**config.mk**
```make
export PLATFORM = sky130hd
export DESIGN_NAME = serial_subtractor
export DESIGN_NICKNAME = d
export VERILOG_FILES = /design/src/rtl/serial_subtractor.sv
export SDC_FILE = /design/constraint.sdc
export NUM_CORES = 1
export LEC_CHECK = 0
export CELL_PAD_IN_SITES_DETAIL_PLACEMENT = 0
export CELL_PAD_IN_SITES_GLOBAL_PLACEMENT = 1
export CORE_MARGIN = 1.5
export CORE_UTILIZATION = 38
export CTS_CLUSTER_DIAMETER = 60
export DETAILED_ROUTE_END_ITERATION = 16
export GPL_TIMING_DRIVEN = 0
export MAX_ROUTING_LAYER = met4
export PLACE_DENSITY = 0.78
export SKIP_LAST_GASP = 1
export SYNTH_ARGS = -nofsm -noshare
export SYNTH_HDL_FRONTEND = slang
export SYNTH_SLANG_ARGS = --single-unit
```
**constraint.sdc**
```tcl
create_clock -name clk -period 3.5 [get_ports clk]
set_input_delay 0.35 -clock clk [delete_from_list [all_inputs] [get_ports clk]]
set_output_delay 0.35 -clock clk [all_outputs]
set_load 0.05 [all_outputs]
```
**src/rtl/serial_subtractor.sv**
```systemverilog
// Bit-serial two's-complement subtractor: diff = a - b, one bit per clock, LSB first.
// start/busy/done handshake; result registers hold until the next operation completes.
module serial_subtractor #(
   parameter int W = 8
) (
   input  logic         clk,
   input  logic         rst,
   input  logic         start,
   input  logic [W-1:0] a,
   input  logic [W-1:0] b,
   output logic         busy,
   output logic         done,
   output logic [W-1:0] diff,
   output logic         borrow,
   output logic         ovf,
   output logic         zero
);

   localparam int CW = $clog2(W + 1);
   localparam logic [CW-1:0] LAST = CW'(W - 1);

   typedef enum logic [1:0] {
      IDLE = 2'd0,
      RUN  = 2'd1,
      DONE = 2'd2
   } state_t;

   state_t          state_q, state_d;
   logic [W-1:0]    sa_q, sa_d;
   logic [W-1:0]    sb_q, sb_d;
   logic [W-1:0]    acc_q, acc_d;
   logic            br_q, br_d;
   logic [CW-1:0]   cnt_q, cnt_d;
   logic            a_msb_q, a_msb_d;
   logic            b_msb_q, b_msb_d;
   logic            busy_q, busy_d;
   logic            done_q, done_d;
   logic [W-1:0]    diff_q, diff_d;
   logic            borrow_q, borrow_d;
   logic            ovf_q, ovf_d;
   logic            zero_q, zero_d;

   logic            bit_s;
   logic            br_next;
   logic [W-1:0]    acc_shift;

   always_comb begin
      state_d   = state_q;
      sa_d      = sa_q;
      sb_d      = sb_q;
      acc_d     = acc_q;
      br_d      = br_q;
      cnt_d     = cnt_q;
      a_msb_d   = a_msb_q;
      b_msb_d   = b_msb_q;
      busy_d    = busy_q;
      done_d    = 1'b0;
      diff_d    = diff_q;
      borrow_d  = borrow_q;
      ovf_d     = ovf_q;
      zero_d    = zero_q;

      bit_s     = sa_q[0] ^ sb_q[0] ^ br_q;
      br_next   = (~sa_q[0] & sb_q[0]) | (~(sa_q[0] ^ sb_q[0]) & br_q);
      acc_shift = {bit_s, acc_q[W-1:1]};

      case (state_q)
         IDLE: begin
            if (start) begin
               state_d = RUN;
               sa_d    = a;
               sb_d    = b;
               acc_d   = '0;
               br_d    = 1'b0;
               cnt_d   = '0;
               a_msb_d = a[W-1];
               b_msb_d = b[W-1];
               busy_d  = 1'b1;
            end
         end
         RUN: begin
            sa_d  = sa_q >> 1;
            sb_d  = sb_q >> 1;
            br_d  = br_next;
            acc_d = acc_shift;
            cnt_d = cnt_q + CW'(1);
            // Last bit-step: publish the completed accumulator together with its flags.
            if (cnt_q == LAST) begin
               state_d  = DONE;
               busy_d   = 1'b0;
               done_d   = 1'b1;
               diff_d   = acc_shift;
               borrow_d = br_next;
               ovf_d    = (a_msb_q ^ b_msb_q) & (acc_shift[W-1] ^ a_msb_q);
               zero_d   = (acc_shift == '0);
            end
         end
         DONE: begin
            state_d = IDLE;
         end
         default: begin
            state_d = IDLE;
            busy_d  = 1'b0;
         end
      endcase
   end

   always_ff @(posedge clk) begin
      if (rst) begin
         state_q  <= IDLE;
         sa_q     <= '0;
         sb_q     <= '0;
         acc_q    <= '0;
         br_q     <= 1'b0;
         cnt_q    <= '0;
         a_msb_q  <= 1'b0;
         b_msb_q  <= 1'b0;
         busy_q   <= 1'b0;
         done_q   <= 1'b0;
         diff_q   <= '0;
         borrow_q <= 1'b0;
         ovf_q    <= 1'b0;
         zero_q   <= 1'b0;
      end else begin
         state_q  <= state_d;
         sa_q     <= sa_d;
         sb_q     <= sb_d;
         acc_q    <= acc_d;
         br_q     <= br_d;
         cnt_q    <= cnt_d;
         a_msb_q  <= a_msb_d;
         b_msb_q  <= b_msb_d;
         busy_q   <= busy_d;
         done_q   <= done_d;
         diff_q   <= diff_d;
         borrow_q <= borrow_d;
         ovf_q    <= ovf_d;
         zero_q   <= zero_d;
      end
   end

   assign busy   = busy_q;
   assign done   = done_q;
   assign diff   = diff_q;
   assign borrow = borrow_q;
   assign ovf    = ovf_q;
   assign zero   = zero_q;

endmodule

```
==> flow_summary_export.csv, run 1 <==
group,metric,value,unit
floorplan,core_area,0.00514,mm^2
drt,detail_route.first_pass.iterations,4,
sta,layout_min_cycle_time,1.84,ns
cells_and_area,final_core_utilization,0.490,
hold_path,hold_path_start,"diff[3]$_SDFFE_PP0P_",
clock_network,ctsHtreeMaxLevel,2,
critical_path,worst_setup_path_start_kind,"flip-flop",
sta,final-setup-viol-count,0,
cells_and_area,layout-area-overhead-vs-synth,23.2,%
yosys,post_synth_num_cell_types,38,
sta,tightest_slew,0.515,ns
cells_and_area,antenna_cells,0,
clock_network,post_cts.resized_instances,0,
yosys,post_syn_nets,259,
run,drv.max_cap_violation_count,0,
cells_and_area,layout-drive-gt1-share,0.0912,
cells_and_area,leading_cell_type_in_the_layout_fill_and_taps_excluded,"dfxtp_1",
clock_network,cts_tree,"done",
cells_and_area,filler_cell_count,545,
place,gp_routability_congestion,0.796,
yosys,post_synth.cell_area_avg,8.63,um^2
grt,grt_max_degree,13,
clock_network,clock_path_buffers,2,
floorplan,placement_rows,26,
cells_and_area,layout.nets,296,
power_and_ir_drop,leakage,0.937,nW
hold_path,timing.hold.worst_endpoint,"diff[3]$_SDFFE_PP0P_",
clock_network,hold_buffers,0,
clock_network,worst_skew_pair.late_latency,0.31,ns
critical_path,reg2reg_slack,1.93,ns
grt,initial_antenna_violation_count,0,
power_and_ir_drop,p_total,1.03,mW
drt,vias_per_cell,5.17,
yosys,synth.top_cells.by_area,"dfxtp_1 44%, a21oi_1 8.6%, nor2_1 5.7%",
sta,achievable-frequency,0.544,GHz
critical_path,r2r-start,"sa_q[0]$_SDFFE_PP0P_",
critical_path,timing.reg2reg.worst_path_depth,5,
critical_path,slowest_stage,"clkdlybuf4s50_1",
cells_and_area,final_cell_mix,"45 x dfxtp_1, 35 x a21oi_1, 31 x nor2_1",
sta,slew_violations,0,
critical_path,cp_required,3.15,ns
clock_network,clk_transition_reported_paths,0.08,ns
clock_network,cts_made_buffers,5,
yosys,synth_top_area_cell,"dfxtp_1",
sta,tns,0,ns
yosys,yosysWarningCount,0,
grt,grtUsageTotal,0.199,
critical_path,criticalPathCategory,"flip-flop to output port",
sta,clock_skew,0.00420,ns
yosys,netlist_area,0.00205,mm^2
yosys,number_of_instances_in_the_synthesized_netlist,237,
critical_path,worst_path_dominant_cell_family,"buffers and inverters",
floorplan,die-area,0.00583,mm^2
critical_path,worstPathArrival,1.49,ns
yosys,synth_top_area_share,0.440,
drt,detail_route.iter0.violations,113,
critical_path,cp_cell_sequence,"clkdlybuf4s50_1",
outcome,status,"completed",
yosys,yosysSeqAreaShare,0.440,
drt,drc,0,
sta,period_share,0.525,
critical_path,cp.buffers_inverters,1,
clock_network,clockRootBuffer,"clkbuf_8",
hold_path,worstHoldPathType,"flip-flop to flip-flop",
place,io_buffers,30,
hold_path,whs_path_depth,2,
drt,route.detailed.wl_per_inst,14.5,um
yosys,postSynthRegisterBits,45,
sta,max-slew-margin-rel,0.657,
drt,drt_antenna_net_count,0,
grt,vias_in_the_first_global_route,1826,
drt,vias,1779,
floorplan,floorplan.die.width,76.4,um
clock_network,clock_sink_count,45,
critical_path,reg2reg_to,"ovf$_SDFFE_PP0P_",
critical_path,slowest_delay,0.81,ns
place,hpwl,3450,um
critical_path,end_kind,"output port",
power_and_ir_drop,powerDensity,408,mW/mm^2
sta,hold_violations,0,
grt,grt_first_pass_wirelength,8870,um
sta,setup_repair_after_global_routing_missed_its_margin,"false",
critical_path,highest_fanout_seen_on_the_critical_path,3,
grt,grt_overflow_total,0,
floorplan,die_h,76.4,um
power_and_ir_drop,vdd_drop_max,246,uV
drt,wirelength,4970,um
floorplan,initial_core_util,0.398,
clock_network,postCtsSetupRepairBufs,0,
floorplan,floorplan.io_pins,32,
-- stage by stage --
step	hold WS [ns]	setup WS (ns)	std cells	cell area, um^2
after floorplan	0.449	2.06	237	2050
after global placement	0.463	1.60	337	2430
after detailed placement	0.472	1.55	337	2430
after CTS	0.485	1.64	344	2520
after global routing	0.514	1.62	344	2520
final	0.481	1.66	344	2520
-- final cells by class --
| class | count | area [um^2] | area share |
|---|---|---|---|
| Multi-Input combinational cell | 163 | 1000 | 0.398 |
| Buffer | 21 | 113 | 0.0447 |
| Clock buffer | 7 | 86.3 | 0.0343 |
| Inverter | 8 | 30.0 | 0.0119 |
| Tap cell | 70 | 87.6 | 0.0348 |
| Sequential cell | 45 | 901 | 0.357 |
| Timing Repair Buffer | 30 | 300 | 0.119 |
-- metal layers --
layer | vias up | part of all wire | GRT usage
met5 | - | 0 | -
met1 | 839 | 0.51 | 0.255
met4 | 0 | 0.0097 | 0.0796
li1 | 904 | - | -
met3 | 4 | 0.035 | 0.0551
met2 | 32 | 0.45 | 0.296
-- where the power goes --
part / switching [mW] / internal (mW) / total (mW) / leakage (nW)
combinational: 0.0771 / 0.0695 / 0.147 / 0.525
sequential: 0.0154 / 0.534 / 0.549 / 0.368
clock: 0.176 / 0.157 / 0.333 / 0.0443
total: 0.269 / 0.760 / 1.03 / 0.937
-- state kept, by name, summed over array words and instances (netlist names) --
name,count
diff,8
zero,1
sa_q,8
b_msb_q,1
sb_q,8
acc_q,7
done,1
br_q,1
borrow,1
cnt_q,4
ovf,1
busy,1
state_q,2
a_msb_q,1
-- logic make-up (layout without fill, tap and decap cells) --
kind of cell    Yosys count  count (layout)  synth area share
simple gates             88              88             0.239
compound gates           70              70             0.216
mux                       2               2           0.00979
flops                    45              45             0.440
fa+ha+maj                 3               3            0.0257
buf+inv                  29              66            0.0697
-- synthesized netlist by cell type --
cell type   n
clkbuf_1    5
nand3b_1    2
nand2b_1   10
and2b_1     1
buf_4       1
buf_1       1
fa_1        2
nand3_1    10
nor4_1      2
o22ai_1     2
nand2_1     3
mux2i_1     2
buf_2      12
ha_1        1
o211a_1     1
a31oi_1     1
nand4_1     1
nor3_2      1
inv_1       8
o21bai_1    1
nor3_1     10
or3_1       1
nor3b_4     1
and3b_1     2
o21ba_2     1
o221a_1     5
o21bai_2    1
or2_1       1
dfxtp_1    45
nor2b_1     3
a2bb2oi_1   2
o21ai_1     9
or3b_1      9
a211oi_1    5
a22oi_1     7
nor2_1     31
a21oi_1    35
buf_6       2
-- how the worst max path moves through the flow --
stage                               startpoint                   end  slack [ns]  cells after the start
final                        busy$_SDFFE_PP0P_                  busy        1.66                      1
after global routing         busy$_SDFFE_PP0P_                  busy        1.62                      1
after CTS                    busy$_SDFFE_PP0P_                  busy        1.64                      1
after detailed placement                 start  sa_q[1]$_SDFFE_PP0P_        1.55                      5
after global placement                   start  sa_q[1]$_SDFFE_PP0P_        1.60                      5
after floorplan           sa_q[0]$_SDFFE_PP0P_      ovf$_SDFFE_PP0P_        2.06                      5
Note: power is estimated with default switching activity, not from simulation.
==> run 2: changes to the inputs <==
Clock period 3.5 ns to 1.7 ns, I/O delays scaled along.
==> run 2 against run 1 <==
  * Non-clock buffer count stayed put
  * Clock skew fell by 0.0023 ns
  * Setup slack got worse by 1.6 ns
  * Combinational power grew 110%
  * First-iteration DRC count unchanged
  * Die area did not move
  * Critical path type unchanged
==> flow_summary_export.csv, run 2 (same netlist as run 1, synthesis figures left out) <==
group,metric,value,unit
critical_path,worstPathArrival,1.46,ns
sta,achievable-frequency,0.614,GHz
power_and_ir_drop,p_total,2.12,mW
grt,initial_antenna_violation_count,0,
floorplan,die_h,76.4,um
sta,hold_violations,0,
place,io_buffers,30,
sta,period_share,0.958,
sta,slew_violations,0,
cells_and_area,antenna_cells,0,
critical_path,reg2reg_slack,0.13,ns
outcome,status,"completed",
hold_path,timing.hold.worst_endpoint,"sb_q[4]$_SDFFE_PP0P_",
hold_path,worstHoldPathType,"input port to flip-flop",
drt,vias,1777,
sta,max-slew-margin-rel,0.658,
critical_path,cp.buffers_inverters,1,
power_and_ir_drop,powerDensity,839,mW/mm^2
clock_network,clockRootBuffer,"clkbuf_8",
critical_path,slowest_delay,0.81,ns
clock_network,clk_transition_reported_paths,0.08,ns
cells_and_area,leading_cell_type_in_the_layout_fill_and_taps_excluded,"dfxtp_1",
critical_path,criticalPathCategory,"flip-flop to output port",
run,drv.max_cap_violation_count,0,
clock_network,cts_tree,"done",
sta,fin_worst_hold_slack,0.427,ns
critical_path,worst_setup_path_start_kind,"flip-flop",
grt,grt_first_pass_wirelength,8870,um
critical_path,cp_required,1.53,ns
drt,detail_route.first_pass.iterations,5,
drt,vias_per_cell,5.17,
sta,clock_skew,0.00186,ns
floorplan,placement_rows,26,
grt,vias_in_the_first_global_route,1826,
critical_path,cp_cell_sequence,"clkdlybuf4s50_1",
grt,grt_overflow_total,0,
grt,grt_max_degree,13,
drt,detail_route.iter0.violations,113,
critical_path,worst_path_dominant_cell_family,"buffers and inverters",
place,gp_routability_congestion,0.796,
floorplan,floorplan.io_pins,32,
floorplan,core_area,0.00514,mm^2
grt,grtUsageTotal,0.199,
sta,final-setup-viol-count,0,
floorplan,initial_core_util,0.398,
hold_path,whs_path_depth,3,
cells_and_area,layout-drive-gt1-share,0.0912,
cells_and_area,layout-area-overhead-vs-synth,23.3,%
sta,layout_min_cycle_time,1.63,ns
power_and_ir_drop,leakage,0.950,nW
clock_network,ctsHtreeMaxLevel,2,
critical_path,slowest_stage,"clkdlybuf4s50_1",
critical_path,timing.reg2reg.worst_path_depth,5,
place,pre_cts_ws,-0.0723,ns
clock_network,clock_path_buffers,2,
critical_path,end_kind,"output port",
critical_path,r2r-start,"sa_q[0]$_SDFFE_PP0P_",
drt,route.detailed.wl_per_inst,14.5,um
hold_path,hold_path_start,"rst",
cells_and_area,final_cell_mix,"45 x dfxtp_1, 35 x a21oi_1, 31 x nor2_1",
cells_and_area,layout.nets,296,
sta,tightest_slew,0.513,ns
power_and_ir_drop,vdd_drop_max,503,uV
clock_network,worst_skew_pair.late_latency,0.31,ns
critical_path,reg2reg_to,"ovf$_SDFFE_PP0P_",
floorplan,floorplan.die.width,76.4,um
drt,wirelength,5000,um
floorplan,die-area,0.00583,mm^2
clock_network,clock_sink_count,45,
critical_path,highest_fanout_seen_on_the_critical_path,2,
drt,drt_antenna_net_count,0,
drt,drc,0,
sta,setup_slack,0.0714,ns
sta,setup_repair_after_global_routing_missed_its_margin,"false",
clock_network,cts_made_buffers,5,
place,hpwl,3450,um
run 2: routing by layer:
layer / GRT usage / routed length, um
met4: 0.0796 / 78
met5: - / 0
met1: 0.255 / 2470
met3: 0.0551 / 241
met2: 0.296 / 2210
run 2: power by group:
group          internal (mW)  total, mW  leakage (nW)  switching, mW
logic                  0.143      0.302         0.538          0.159
clock network          0.323      0.686        0.0443          0.363
registers               1.10       1.13         0.368         0.0316
run 2: through the flow:
step	util	instances	setup TNS [ns]	instance area, um^2
floorplan	-	237	0	2050
finish	0.491	344	0	2520
global placement	0.473	337	-0.0419	2430
CTS	0.490	344	0	2520
detailed placement	0.473	337	-0.169	2430
global route	0.491	344	0	2520
run 2: worst max path at each step:
stage	start	endpoint	slack, ns	cells past startpoint
5_1_grt	sb_q[0]$_SDFFE_PP0P_	zero$_SDFFE_PP0P_	0.005	5
6_report	borrow$_SDFFE_PP0P_	borrow	0.07	1
2_1_floorplan	sa_q[0]$_SDFFE_PP0P_	ovf$_SDFFE_PP0P_	0.26	5
3_5_place_dp	start	sa_q[1]$_SDFFE_PP0P_	-0.07	5
3_3_place_gp	start	sa_q[1]$_SDFFE_PP0P_	-0.02	5
4_1_cts	busy$_SDFFE_PP0P_	busy	0.02	1
run 2: layout make-up:
cell class                      count  area, um^2
Fill cell                         544        2620
Multi-Input combinational cell    163        1000
Clock buffer                        7        86.3
Tap cell                           70        87.6
Sequential cell                    45         901
Inverter                            8        30.0
Buffer                             21         113
Timing Repair Buffer               30         303
run 2: timing repair:
item | in CTS | in global routing
hold buffers | 0 | 0
resized for setup | 0 | 1
endpoints found under the setup margin | 0 | 1
setup buffers | 0 | 0
